<file path="config.mk">
export PLATFORM = sky130hd
export DESIGN_NAME = fifo2axi_sync
export DESIGN_NICKNAME = d
export VERILOG_FILES = /design/src/rtl/fifo2axi_sync.sv
export SDC_FILE = /design/constraint.sdc
export NUM_CORES = 1
export LEC_CHECK = 0
export ABC_AREA = 1
export CAP_MARGIN = 10
export CELL_PAD_IN_SITES_DETAIL_PLACEMENT = 0
export CELL_PAD_IN_SITES_GLOBAL_PLACEMENT = 1
export CORE_ASPECT_RATIO = 1.1
export CORE_MARGIN = 2
export CORE_UTILIZATION = 42
export CTS_BUF_LIST = sky130_fd_sc_hd__clkbuf_8
export CTS_CLUSTER_DIAMETER = 120
export DETAILED_ROUTE_END_ITERATION = 8
export GPL_ROUTABILITY_DRIVEN = 0
export PLACE_DENSITY_LB_ADDON = 0.15
export SLEW_MARGIN = 10
export SYNTH_ARGS = -nofsm -noshare
export SYNTH_HDL_FRONTEND = slang
export SYNTH_SLANG_ARGS = --single-unit
</file>
<file path="constraint.sdc">
create_clock -name clk -period 2.7 [get_ports clk]
set_input_delay 0.54 -clock clk [delete_from_list [all_inputs] [get_ports clk]]
set_output_delay 0.54 -clock clk [all_outputs]
set_load 0.03 [all_outputs]
</file>
<file path="src/rtl/fifo2axi_sync.sv">
// -----------------------------------------------------------------------------
// fifo2axi_sync
//   Pops memory words from a first-word-fall-through read FIFO and rebuilds
//   AXI4-Stream packets. Each packet starts with one header word, whose payload
//   becomes tuser. Data words are then paired into beats (first word = low half).
//   An odd trailing word gives a half beat with the upper half zeroed.
//
//   Optional feature macro: FIFO2AXI_ERR_CHECK_EN
//     Enables sop-based framing checks and the err pulse. When it is undefined,
//     sop is ignored and err is tied to 0.
//
// Ports
//   clk        core clock, rising edge
//   reset      asynchronous, active-low reset
//   din        FWFT head word: [127:0] payload, [143:128] strb, [144] eop,
//              [145] sop, upper bits ignored
//   din_valid  din holds a valid word
//   din_rd     pop strobe (a word is consumed when din_rd & din_valid)
//   m_tdata    AXIS data
//   m_tstrb    AXIS strobes
//   m_tuser    AXIS user bits (packet header payload)
//   m_tlast    AXIS last beat
//   m_tvalid   AXIS valid
//   m_tready   AXIS ready
//   pkt_done   pulses in the cycle the tlast beat transfers
//   err        registered one-cycle framing-error pulse
// -----------------------------------------------------------------------------
module fifo2axi_sync #(
  parameter int DATA_W = 256,
  parameter int STRB_W = 32,
  parameter int USER_W = 128,
  parameter int MEM_W  = 202
) (
  input  logic              clk,
  input  logic              reset,
  input  logic [MEM_W-1:0]  din,
  input  logic              din_valid,
  output logic              din_rd,
  output logic [DATA_W-1:0] m_tdata,
  output logic [STRB_W-1:0] m_tstrb,
  output logic [USER_W-1:0] m_tuser,
  output logic              m_tlast,
  output logic              m_tvalid,
  input  logic              m_tready,
  output logic              pkt_done,
  output logic              err
);

  localparam int PL_W    = DATA_W / 2;   // payload half of a beat
  localparam int HS_W    = STRB_W / 2;   // strobe half of a beat
  localparam int EOP_BIT = PL_W + HS_W;
  localparam int SOP_BIT = EOP_BIT + 1;

  typedef enum logic [1:0] {S_HDR, S_LO, S_HI} state_t;

  state_t            state;
  logic [USER_W-1:0] hdr_user;
  logic [PL_W-1:0]   lo_data;
  logic [HS_W-1:0]   lo_strb;

  logic [PL_W-1:0]   w_payload;
  logic [HS_W-1:0]   w_strb;
  logic              w_eop;
  logic              out_free;
  logic              pop;
  logic              hdr_bad;    // header slot holds a non-sop word
  logic              data_sop;   // data slot holds a sop word: abort and restart
  logic              unused_bits;

  assign w_payload = din[PL_W-1:0];
  assign w_strb    = din[PL_W +: HS_W];
  assign w_eop     = din[EOP_BIT];

`ifdef FIFO2AXI_ERR_CHECK_EN
  logic err_q;
  assign hdr_bad     = (state == S_HDR) && !din[SOP_BIT];
  assign data_sop    = (state != S_HDR) &&  din[SOP_BIT];
  assign err         = err_q;
  assign unused_bits = ^din[MEM_W-1:SOP_BIT+1];
`else
  assign hdr_bad     = 1'b0;
  assign data_sop    = 1'b0;
  assign err         = 1'b0;
  assign unused_bits = ^din[MEM_W-1:SOP_BIT];
`endif

  // The output register can take a new beat when it is empty or draining now.
  assign out_free = !m_tvalid || m_tready;

  // Header and non-final LO words never load a beat, so they may pop while a
  // previous beat is still stalled. tuser was copied into the output register
  // when that beat loaded.
  assign din_rd = din_valid &&
                  ((state == S_HDR) || ((state == S_LO) && !w_eop) || out_free);
  assign pop    = din_rd;

  assign pkt_done = m_tvalid && m_tready && m_tlast;

  // NOTE: every register here uses non-blocking assignments, so all reads in a
  // cycle see the pre-edge values, and a later assignment overrides an earlier one.
  always_ff @(posedge clk or negedge reset) begin
    if (!reset) begin
      state    <= S_HDR;
      hdr_user <= '0;
      lo_data  <= '0;
      lo_strb  <= '0;
      m_tdata  <= '0;
      m_tstrb  <= '0;
      m_tuser  <= '0;
      m_tlast  <= 1'b0;
      m_tvalid <= 1'b0;
`ifdef FIFO2AXI_ERR_CHECK_EN
      err_q    <= 1'b0;
`endif
    end else begin
`ifdef FIFO2AXI_ERR_CHECK_EN
      err_q <= pop && (hdr_bad || data_sop);
`endif
      // Drain on transfer. A load below overrides this for back-to-back beats.
      if (m_tready) m_tvalid <= 1'b0;

      if (pop) begin
        if (data_sop) begin
          // Abort the partial packet. This word is the next header.
          hdr_user <= din[USER_W-1:0];
          state    <= S_LO;
        end else begin
          case (state)
            S_HDR: begin
              if (!hdr_bad) begin
                hdr_user <= din[USER_W-1:0];
                state    <= S_LO;
              end
            end
            S_LO: begin
              if (w_eop) begin
                m_tdata  <= {{PL_W{1'b0}}, w_payload};
                m_tstrb  <= {{HS_W{1'b0}}, w_strb};
                m_tuser  <= hdr_user;
                m_tlast  <= 1'b1;
                m_tvalid <= 1'b1;
                state    <= S_HDR;
              end else begin
                lo_data <= w_payload;
                lo_strb <= w_strb;
                state   <= S_HI;
              end
            end
            S_HI: begin
              m_tdata  <= {w_payload, lo_data};
              m_tstrb  <= {w_strb, lo_strb};
              m_tuser  <= hdr_user;
              m_tlast  <= w_eop;
              m_tvalid <= 1'b1;
              state    <= w_eop ? S_HDR : S_LO;
            end
            default: state <= S_HDR;
          endcase
        end
      end
    end
  end

endmodule

</file>
==> flow_metrics.tcl, run 1 <==
set metrics [dict create \
    status "finished, final reports clean" \
    wl_per_cell_um 18.3 \
    path_cells "buf_4 > ha_2 > nand2_2 > nand3_4 > nand2_2 > inv_1 > buf_4" \
    fin_skew_ps 33.5 \
    synth.avg_cell_area_um2 8.44 \
    maxSlewViolCount 0 \
    p_comb_frac 0.450 \
    crit_type "flip-flop to output port" \
    grt_first_pass_wirelength_um 146000 \
    finalPower_w 0.0499 \
    pwr-share-clk 0.198 \
    dpl_cell_area_um2 36600 \
    slowest_stage "dfrtp_1" \
    first_iter_violations 1676 \
    grt-ovfl-total 0 \
    place_hpwl_um 58800 \
    internal-power_w 0.0286 \
    antenna_found_initial 5 \
    tns_ps 0 \
    final-setup-viol-count 0 \
    io_pins 627 \
    cts_max_path_buffers 3 \
    max_freq_mhz 387 \
    min_period_ps 2580 \
    route.detailed.drc 0 \
    ys_ff_latch 692 \
    cts_root_buf "clkbuf_8" \
    synthCells 3536 \
    core_um2 70300 \
    track_usage 0.250 \
    die_w_um 258 \
    power.leakage_nw 20.2 \
    core.rowCount 102 \
    slew_headroom 0.463 \
    cts_tree "yes" \
    dieArea_um2 73200 \
    vias_per_cell 5.04 \
    required_ps 2160 \
    grt_max_degree 142 \
    cp-start-kind "flip-flop" \
    clkTransAtPathRegs_ps 60 \
    tightest_slew_ps 806 \
    initial_core_util 0.425 \
    power.switching_w 0.0213 \
    syn_to_final_growth_pct 31.1 \
    die_y_um 284 \
    switching_share 0.428 \
    port_buffers 568 \
    synthesis.area_um2 29900 \
    maxCapViolCount 0 \
    layout-drive-gt1-share 0.0663 \
    rsz0062_at_grt "false" \
    seq_power_share 0.352 \
    synth.distinct_cells 21 \
    synth-seq-area-share 0.580 \
    routed_wl_um 92100 \
    drt-pass1-iter-count 5 \
    yosys_warnings 0 \
    ant_nets 0 \
    fin_area_um2 39200 \
    end_kind "output port" \
    ir_worst_vdd_mv 0.731 \
    critPathMaxStageDelay_ps 380 \
    arrival_ps 2040 \
    path_max_fanout 4 \
    synth_nets 3746 \
    tritoncts.num_buffers 118 \
    power_density_nw_per_um2 1270 \
    hold_class "primary input to flip-flop" \
    vias 25428 \
    clkLatencyLatePin_ps 740 \
    clkSinkCount 692 \
    fin_crit_sh 0.957 \
    grt_pass1_vias 24709 \
    final_nets 4217 \
    hold_viol 0 \
    final_core_util 0.557 \
    h-tree-depth 3 \
]
==> cell usage after synthesis <==
master,number,share of area
ha_1,4,0.0017
buf_4,24,0.0060
nor2_4,1,0.00038
nand3_1,2,0.00034
and3_1,1,0.00021
nand4_1,417,0.087
buf_1,22,0.0028
dfrtp_1,692,0.58
conb_1,1,0.00013
inv_2,2,0.00025
clkbuf_1,145,0.018
nor2_1,3,0.00038
nand3_2,2,0.00067
a21o_1,1,0.00025
a21oi_1,1,0.00017
nand2_1,1401,0.18
o21ai_0,419,0.070
inv_1,295,0.037
buf_6,2,0.00075
buf_2,100,0.017
nand2_2,1,0.00021
==> metal layers <==
layer / vias to the layer above / routed length, µm / global-route usage
met4: 0 / 2780 / 0.0889
met1: 12067 / 40600 / 0.346
li1: 12423 / - / -
met3: 146 / 6900 / 0.0627
met5: - / 0 / 0
met2: 792 / 41800 / 0.380
==> state kept, by name, indices dropped and copies added (netlist names) <==
signal,flops
m_tlast,1
m_tvalid,1
m_tdata,256
hdr_user,128
state,2
m_tstrb,32
lo_strb,16
m_tuser,128
lo_data,128
==> timing repair <==
action | in CTS | in global routing
buffers inserted | 3 | 0
setup endpoints to repair | 1 | 1
resized for setup | 1 | 2
hold buffers | 1 | 0
endpoints found under the hold margin | 25 | 0
==> logic make-up (layout without fill, tap and decap cells) <==
logic type	count (synthesis)	after routing	synth area share
AO/OA/AOI/OAI	421	421	0.0707
adder cells (fa/ha/maj)	4	4	0.00168
buffers and inverters	590	1157	0.0819
flip-flops	692	692	0.580
other	1	6	0.000126
AND/OR/NAND/NOR	1828	1828	0.266
==> power by group through the flow <==
stage | Clock (W) | Sequential (W) | Combinational, W
2_1_floorplan | 0 | 0.0221 | 0.00823
3_3_place_gp | 0 | 0.0176 | 0.0224
3_5_place_dp | 0 | 0.0177 | 0.0226
4_1_cts | 0.0102 | 0.0175 | 0.0227
5_1_grt | 0.0107 | 0.0181 | 0.0244
6_report | 0.00989 | 0.0176 | 0.0225
==> stage by stage <==
step | instances | hold WS (ps) | setup slack, ps
final | 5044 | 210 | 117
after global routing | 5044 | 187 | 0.542
after CTS | 5039 | 190 | 14.8
after detailed placement | 4819 | 457 | 217
after global placement | 4819 | 452 | 210
after floorplan | 3536 | 244 | 830
==> cell type report <==
type / count / area [µm²]
Antenna cell: 5 / 12.5
Clock buffer: 159 / 2190
Clock inverter: 57 / 343
Fill cell: 6510 / 31200
Inverter: 297 / 1110
Multi-Input combinational cell: 2254 / 10200
Sequential cell: 692 / 17300
Tap cell: 936 / 1170
Timing Repair Buffer: 644 / 6850
==> worst paths after layout <==
kind,start,end,slack (ps),cells past startpoint
max,state[0]$_DFFE_PN0P_,din_rd,120,7
min,din_valid,state[0]$_DFFE_PN0P_,210,3
max reg2reg,state[0]$_DFFE_PN0P_,m_tdata[209]$_DFFE_PN0P_,630,9
min reg2reg,m_tuser[83]$_DFFE_PN0P_,m_tuser[83]$_DFFE_PN0P_,470,2
max in group asynchronous,reset,m_tdata[226]$_DFFE_PN0P_,1500,3
min in group asynchronous,reset,m_tdata[128]$_DFFE_PN0P_,370,2
==> placed cells by master, fill, tap and decap left out, types with 2 or more instances in the layout <==
master / Yosys / routed
o21ai_0: 419 / 419
nand4_1: 417 / 417
inv_8: 0 / 3
nand3_4: 0 / 3
diode_2: 0 / 5
buf_4: 24 / 29
buf_12: 0 / 47
nor2_1: 3 / 3
nand2_1: 1401 / 1399
inv_1: 295 / 329
clkdlybuf4s50_1: 0 / 565
ha_2: 0 / 2
clkbuf_8: 0 / 159
nand2_2: 1 / 2
clkinv_2: 0 / 15
buf_8: 0 / 2
inv_2: 2 / 2
bufinv_16: 0 / 3
dfrtp_1: 692 / 692
==> critical path: cells and delay by family (launching register included) <==
| family | cells | cell delay, ps |
|---|---|---|
| flip-flops | 1 | 380 |
| buffers and inverters | 3 | 370 |
| adder cells (fa/ha/maj) | 1 | 210 |
| AND/OR/NAND/NOR | 3 | 370 |
(Power assumes the default switching activity.)
==> inputs of run 2 (changes only) <==
--- a/config.mk
+++ b/config.mk
@@ -11,8 +11,7 @@
 export CELL_PAD_IN_SITES_GLOBAL_PLACEMENT = 1
 export CORE_ASPECT_RATIO = 1.1
 export CORE_MARGIN = 2
-export CORE_UTILIZATION = 42
-export CTS_BUF_LIST = sky130_fd_sc_hd__clkbuf_8
+export CORE_UTILIZATION = 38
 export CTS_CLUSTER_DIAMETER = 120
 export DETAILED_ROUTE_END_ITERATION = 8
 export GPL_ROUTABILITY_DRIVEN = 0
==> constraint.sdc (replaced) <==
create_clock -name clk -period 2.38 [get_ports clk]
set_input_delay 0.476 -clock clk [delete_from_list [all_inputs] [get_ports clk]]
set_output_delay 0.476 -clock clk [all_outputs]
set_load 0.03 [all_outputs]
==> flow_metrics.tcl, run 2 (synthesized netlist as in run 1, its figures left out) <==
set metrics [dict create \
    vias_per_cell 4.97 \
    max_freq_mhz 444 \
    grt_first_pass_wirelength_um 148000 \
    power.leakage_nw 20.3 \
    cp-start-kind "flip-flop" \
    first_iter_violations 2003 \
    power.switching_w 0.0243 \
    internal-power_w 0.0335 \
    multi_input_area_um2 10100 \
    grt-ovfl-total 0 \
    syn_to_final_growth_pct 33.3 \
    switching_share 0.421 \
    h-tree-depth 3 \
    r2r_start "state[0]$_DFFE_PN0P_" \
    core_um2 77600 \
    critPathMostFrequentCell "inv_1" \
    ir_worst_vdd_mv 0.717 \
    die_y_um 298 \
    fin_skew_ps 27.5 \
    top_register "m_tdata" \
    r2r_end "m_tvalid$_DFF_PN0_" \
    status "finished, final reports clean" \
    track_usage 0.230 \
    min_period_ps 2250 \
    fin_area_um2 39800 \
    cts_root_buf "clkbuf_16" \
    hold_viol 0 \
    pwr-share-clk 0.202 \
    final-setup-viol-count 0 \
    required_ps 1900 \
    final_nets 4226 \
    finalPower_w 0.0578 \
    path_max_fanout 3 \
    ant_nets 0 \
    drt-pass1-iter-count 5 \
    die_w_um 271 \
    maxCapViolCount 0 \
    tns_ps 0 \
    fill_cells 7424 \
    vias 25388 \
    layout_commonest_cell "nand2_1" \
    arrival_ps 1770 \
    cts_max_path_buffers 3 \
    core.rowCount 107 \
    wl_per_cell_um 18.5 \
    layout_common_cells "nand2_1 (1,400), dfrtp_1 (692), clkdlybuf4s50_1 (564), o21ai_0 (419), nand4_1 (417)" \
    crit_type "flip-flop to output port" \
    cts_tree "yes" \
    path_cells "inv_1 > ha_2 > inv_1 > nand3_4 > nand2_1 > inv_2 > buf_6" \
    r2r_cells 10 \
    hold_class "primary input to flip-flop" \
    slowest_stage "dfrtp_1" \
    routed_wl_um 94500 \
    hold_path_end "m_tdata[33]$_DFFE_PN0P_" \
    clkTransAtPathRegs_ps 60 \
    end_kind "output port" \
    grt_max_degree 155 \
    rrSetupSlack_ps 280 \
    place_hpwl_um 62300 \
    dieArea_um2 80800 \
    final_core_util 0.513 \
    fin_crit_sh 0.945 \
    seq_power_share 0.349 \
    tritoncts.num_buffers 78 \
    io_pins 627 \
    route.detailed.drc 0 \
    initial_core_util 0.385 \
    final-seq-area_um2 17300 \
    p_comb_frac 0.449 \
    clkSinkCount 692 \
    antenna_found_initial 2 \
    layout-drive-gt1-share 0.0621 \
    rsz0062_at_grt "false" \
    port_buffers 568 \
    clkLatencyLatePin_ps 610 \
    critPathMaxStageDelay_ps 400 \
    tightest_slew_ps 1040 \
    grt_pass1_vias 24457 \
    worstHoldPathCells 3 \
    maxSlewViolCount 0 \
    slew_headroom 0.307 \
    largest_register_ffs 256 \
    dpl_cell_area_um2 37300 \
    power_density_nw_per_um2 1450 \
    worstHoldStart "din_valid" \
]
run 2: changes by cell type in the layout (fill, tap and decap cells not counted), moves of 20 or more:
| cell | previous run | this run |
|---|---|---|
| clkbuf_16 | 0 | 79 |
| clkbuf_1 | 0 | 22 |
| inv_1 | 329 | 294 |
| clkbuf_8 | 159 | 15 |
| buf_12 | 47 | 67 |
| buf_4 | 29 | 58 |
run 2: how the worst max path moves through the flow:
stage	cells after the start	slack [ps]	from	to
2_1_floorplan	7	570	state[1]$_DFFE_PN0P_	din_rd
3_3_place_gp	6	-180	m_tready	din_rd
3_5_place_dp	6	-170	m_tready	din_rd
4_1_cts	7	40	state[0]$_DFFE_PN0P_	din_rd
5_1_grt	7	7	state[0]$_DFFE_PN0P_	din_rd
6_report	7	130	state[0]$_DFFE_PN0P_	din_rd
run 2: layout make-up:
class	instances	area share
sequential	692	0.435
multi-input combinational	2254	0.255
timing repair buffer	693	0.188
clock buffer	116	0.0569
tap	1035	0.0325
inverter	297	0.0280
clock inverter	20	0.00478
antenna	1	0.0000629
run 2: worst max-delay path: cells and delay by family (launching register included):
kind / cells / cell delay (ps)
simple gates: 2 / 170
buf+inv: 4 / 400
fa+ha+maj: 1 / 210
flops: 1 / 400
run 2: layer usage:
metal  GRT usage  wire (µm)  up-vias
met2       0.358      43500      624
met1       0.326      43200    12228
met3      0.0435       5130      121
li1            -          -    12415
met5           0          0        -
met4      0.0729       2630        0
run 2: power by group through the flow:
stage	Sequential, W	Clock (W)	Combinational [W]
6_report	0.0202	0.0117	0.0259
5_1_grt	0.0208	0.0124	0.0282
2_1_floorplan	0.0251	0	0.00934
3_5_place_dp	0.0203	0	0.0261
3_3_place_gp	0.0203	0	0.0259
4_1_cts	0.0202	0.0120	0.0262
run 2: repair_timing:
item | in CTS | in global routing
endpoints found under the hold margin | 42 | 0
gates resized for setup | 6 | 3
hold buffers | 1 | 0
setup buffers | 1 | 0
setup endpoints to repair | 1 | 1
run 2: per-stage QoR:
| step | instances | setup WS (ps) | hold slack [ps] |
|---|---|---|---|
| finish | 5108 | 130 | 225 |
| global route | 5108 | 7.07 | 220 |
| CTS | 5107 | 36.3 | 184 |
| detailed placement | 4969 | -171 | 457 |
| global placement | 4969 | -179 | 453 |
| floorplan | 3536 | 574 | 180 |
==> inputs of run 3 (changes only) <==
--- a/config.mk
+++ b/config.mk
@@ -6,7 +6,6 @@
 export NUM_CORES = 1
 export LEC_CHECK = 0
 export ABC_AREA = 1
-export CAP_MARGIN = 10
 export CELL_PAD_IN_SITES_DETAIL_PLACEMENT = 0
 export CELL_PAD_IN_SITES_GLOBAL_PLACEMENT = 1
 export CORE_ASPECT_RATIO = 1.1
@@ -15,6 +14,7 @@
 export CTS_CLUSTER_DIAMETER = 120
 export DETAILED_ROUTE_END_ITERATION = 8
 export GPL_ROUTABILITY_DRIVEN = 0
+export GPL_TIMING_DRIVEN = 0
 export PLACE_DENSITY_LB_ADDON = 0.15
 export SLEW_MARGIN = 10
 export SYNTH_ARGS = -nofsm -noshare
==> constraint.sdc (replaced) <==
create_clock -name clk -period 2.38 [get_ports clk]
set_input_delay 0.595 -clock clk [delete_from_list [all_inputs] [get_ports clk]]
set_output_delay 0.595 -clock clk [all_outputs]
set_load 0.03 [all_outputs]
==> flow_metrics.tcl, run 3 (synthesized netlist as in run 1, its figures left out) <==
set metrics [dict create \
    status "finished, violations left" \
    violations "negative setup slack" \
    die_w_um 271 \
    dpl_cell_area_um2 37100 \
    finalNonFillerCells 5291 \
    grt-ovfl-total 0 \
    fill_cells 7658 \
    path_max_fanout 4 \
    pwr-share-clk 0.209 \
    cts_max_path_buffers 3 \
    p_comb_frac 0.445 \
    fin_area_um2 39800 \
    syn_to_final_growth_pct 33.4 \
    tritoncts.num_buffers 75 \
    routed_wl_um 107000 \
    power_density_nw_per_um2 1460 \
    seq_power_share 0.346 \
    ir_worst_vdd_mv 0.816 \
    grt_first_pass_wirelength_um 162000 \
    internal-power_w 0.0332 \
    route.detailed.drc 0 \
    cts_root_buf "clkbuf_16" \
    tns_ps -38.9 \
    antenna_found_initial 13 \
    rsz0062_at_grt "true" \
    dieArea_um2 80800 \
    layout_commonest_cell "nand2_1" \
    power.switching_w 0.0248 \
    core_um2 77600 \
    final-setup-viol-count 1 \
    end_kind "output port" \
    crit_type "flip-flop to output port" \
    dp_slack_ps -1090 \
    top_register "m_tdata" \
    largest_register_ffs 256 \
    final_nets 4408 \
    drt-pass1-iter-count 8 \
    maxCapViolCount 0 \
    ant_nets 0 \
    cp-start-kind "flip-flop" \
    first_iter_violations 2070 \
    track_usage 0.261 \
    place_hpwl_um 78000 \
    tightest_slew_ps 1220 \
    layout-drive-gt1-share 0.0661 \
    fin_crit_sh 1.02 \
    vias 26378 \
    slew_headroom 0.188 \
    wl_per_cell_um 20.2 \
    io_pins 627 \
    hold_class "flip-flop to flip-flop" \
    max_freq_mhz 413 \
    initial_core_util 0.385 \
    grt_max_degree 102 \
    hold_viol 0 \
    cts_tree "yes" \
    required_ps 1780 \
    port_buffers 567 \
    core.rowCount 107 \
    clkLatencyLatePin_ps 620 \
    grt_pass1_vias 25922 \
    switching_share 0.428 \
    fin_ws_ps -38.9 \
    clkSinkCount 692 \
    layout_common_cells "nand2_1 (1,400), dfrtp_1 (689), clkdlybuf4s50_1 (541), o21ai_0 (419), nand4_1 (417)" \
    power.leakage_nw 20.5 \
    min_period_ps 2420 \
    place_inst 5147 \
    clkTransAtPathRegs_ps 60 \
    die_y_um 298 \
    vias_per_cell 4.99 \
    fin_skew_ps 14.3 \
    maxSlewViolCount 0 \
    h-tree-depth 3 \
    arrival_ps 1820 \
]
[run 3: cell count changes in the layout (fill, tap and decap cells not counted), sizes merged]
| cell | change |
|---|---|
| clkdlybuf4s50 | -23 |
| dlygate4sd2 | +14 |
| clkinv | -5 |
| diode | +2 |
| clkinvlp | +1 |
| dlymetal6s2s | +10 |
| clkbuf | +142 |
| bufinv | +6 |
| buf | +36 |
[run 3: power by group through the flow]
| stage | Combinational [W] | Sequential, W | Clock, W |
|---|---|---|---|
| after floorplan | 0.00934 | 0.0251 | 0 |
| after global placement | 0.0256 | 0.0203 | 0 |
| after detailed placement | 0.0260 | 0.0202 | 0 |
| after CTS | 0.0261 | 0.0201 | 0.0124 |
| after global routing | 0.0282 | 0.0207 | 0.0128 |
| final | 0.0258 | 0.0201 | 0.0121 |
[run 3: layout make-up]
class	count	area, µm²	area share
repair buffers	585	6060	0.152
flip-flops and latches	692	17300	0.435
clock inverters	22	327	0.00820
multi-input cells	2254	10200	0.255
inverters	297	1120	0.0280
well taps	1035	1290	0.0325
clock buffers	110	2200	0.0552
diodes	3	7.51	0.000188
plain buffers	293	1360	0.0342
[run 3: per-layer routing]
metal | up-vias | track usage | wire length, µm
met5 | - | 0 | 39
met4 | 6 | 0.0816 | 2990
met3 | 142 | 0.0618 | 7210
met2 | 693 | 0.422 | 50400
met1 | 12742 | 0.347 | 46200
li1 | 12795 | - | -
[run 3: what timing repair did]
action | 4_1_cts | 5_1_grt
hold endpoints to repair | 25 | 0
pin swaps | 0 | 3
hold buffers | 2 | 0
gates resized for setup | 43 | 18
buffers inserted | 3 | 2
cloned | 0 | 2
endpoints found under the setup margin | 293 | 146
[run 3: critical path: stages (launching register included)]
cell     delay [ps]
dfrtp_1         400
inv_2           100
ha_4            160
nand2_4          60
nand3_4         100
buf_8           120
nand2_8          50
inv_4            80
buf_8           130
[run 3: path summary, 6_finish.rpt]
check,depth (start not counted),startpoint,slack (ps),to
min in group asynchronous,3,reset,500,m_tdata[144]$_DFFE_PN0P_
setup reg to reg,9,state[1]$_DFFE_PN0P_,160,m_tdata[121]$_DFFE_PN0P_
hold / removal,2,m_tuser[61]$_DFFE_PN0P_,460,m_tuser[61]$_DFFE_PN0P_
setup / recovery,8,state[1]$_DFFE_PN0P_,-40,din_rd
hold reg to reg,2,m_tuser[61]$_DFFE_PN0P_,460,m_tuser[61]$_DFFE_PN0P_
max in group asynchronous,6,reset,410,m_tdata[56]$_DFFE_PN0P_
[run 3: metrics by stage]
stage          total power [W]  hold slack, ps   util
4_1_cts                 0.0585             471  0.511
3_3_place_gp            0.0459             453  0.474
5_1_grt                 0.0617             486  0.513
2_1_floorplan           0.0345             299      -
6_report                0.0580             465  0.513
3_5_place_dp            0.0461             455  0.478
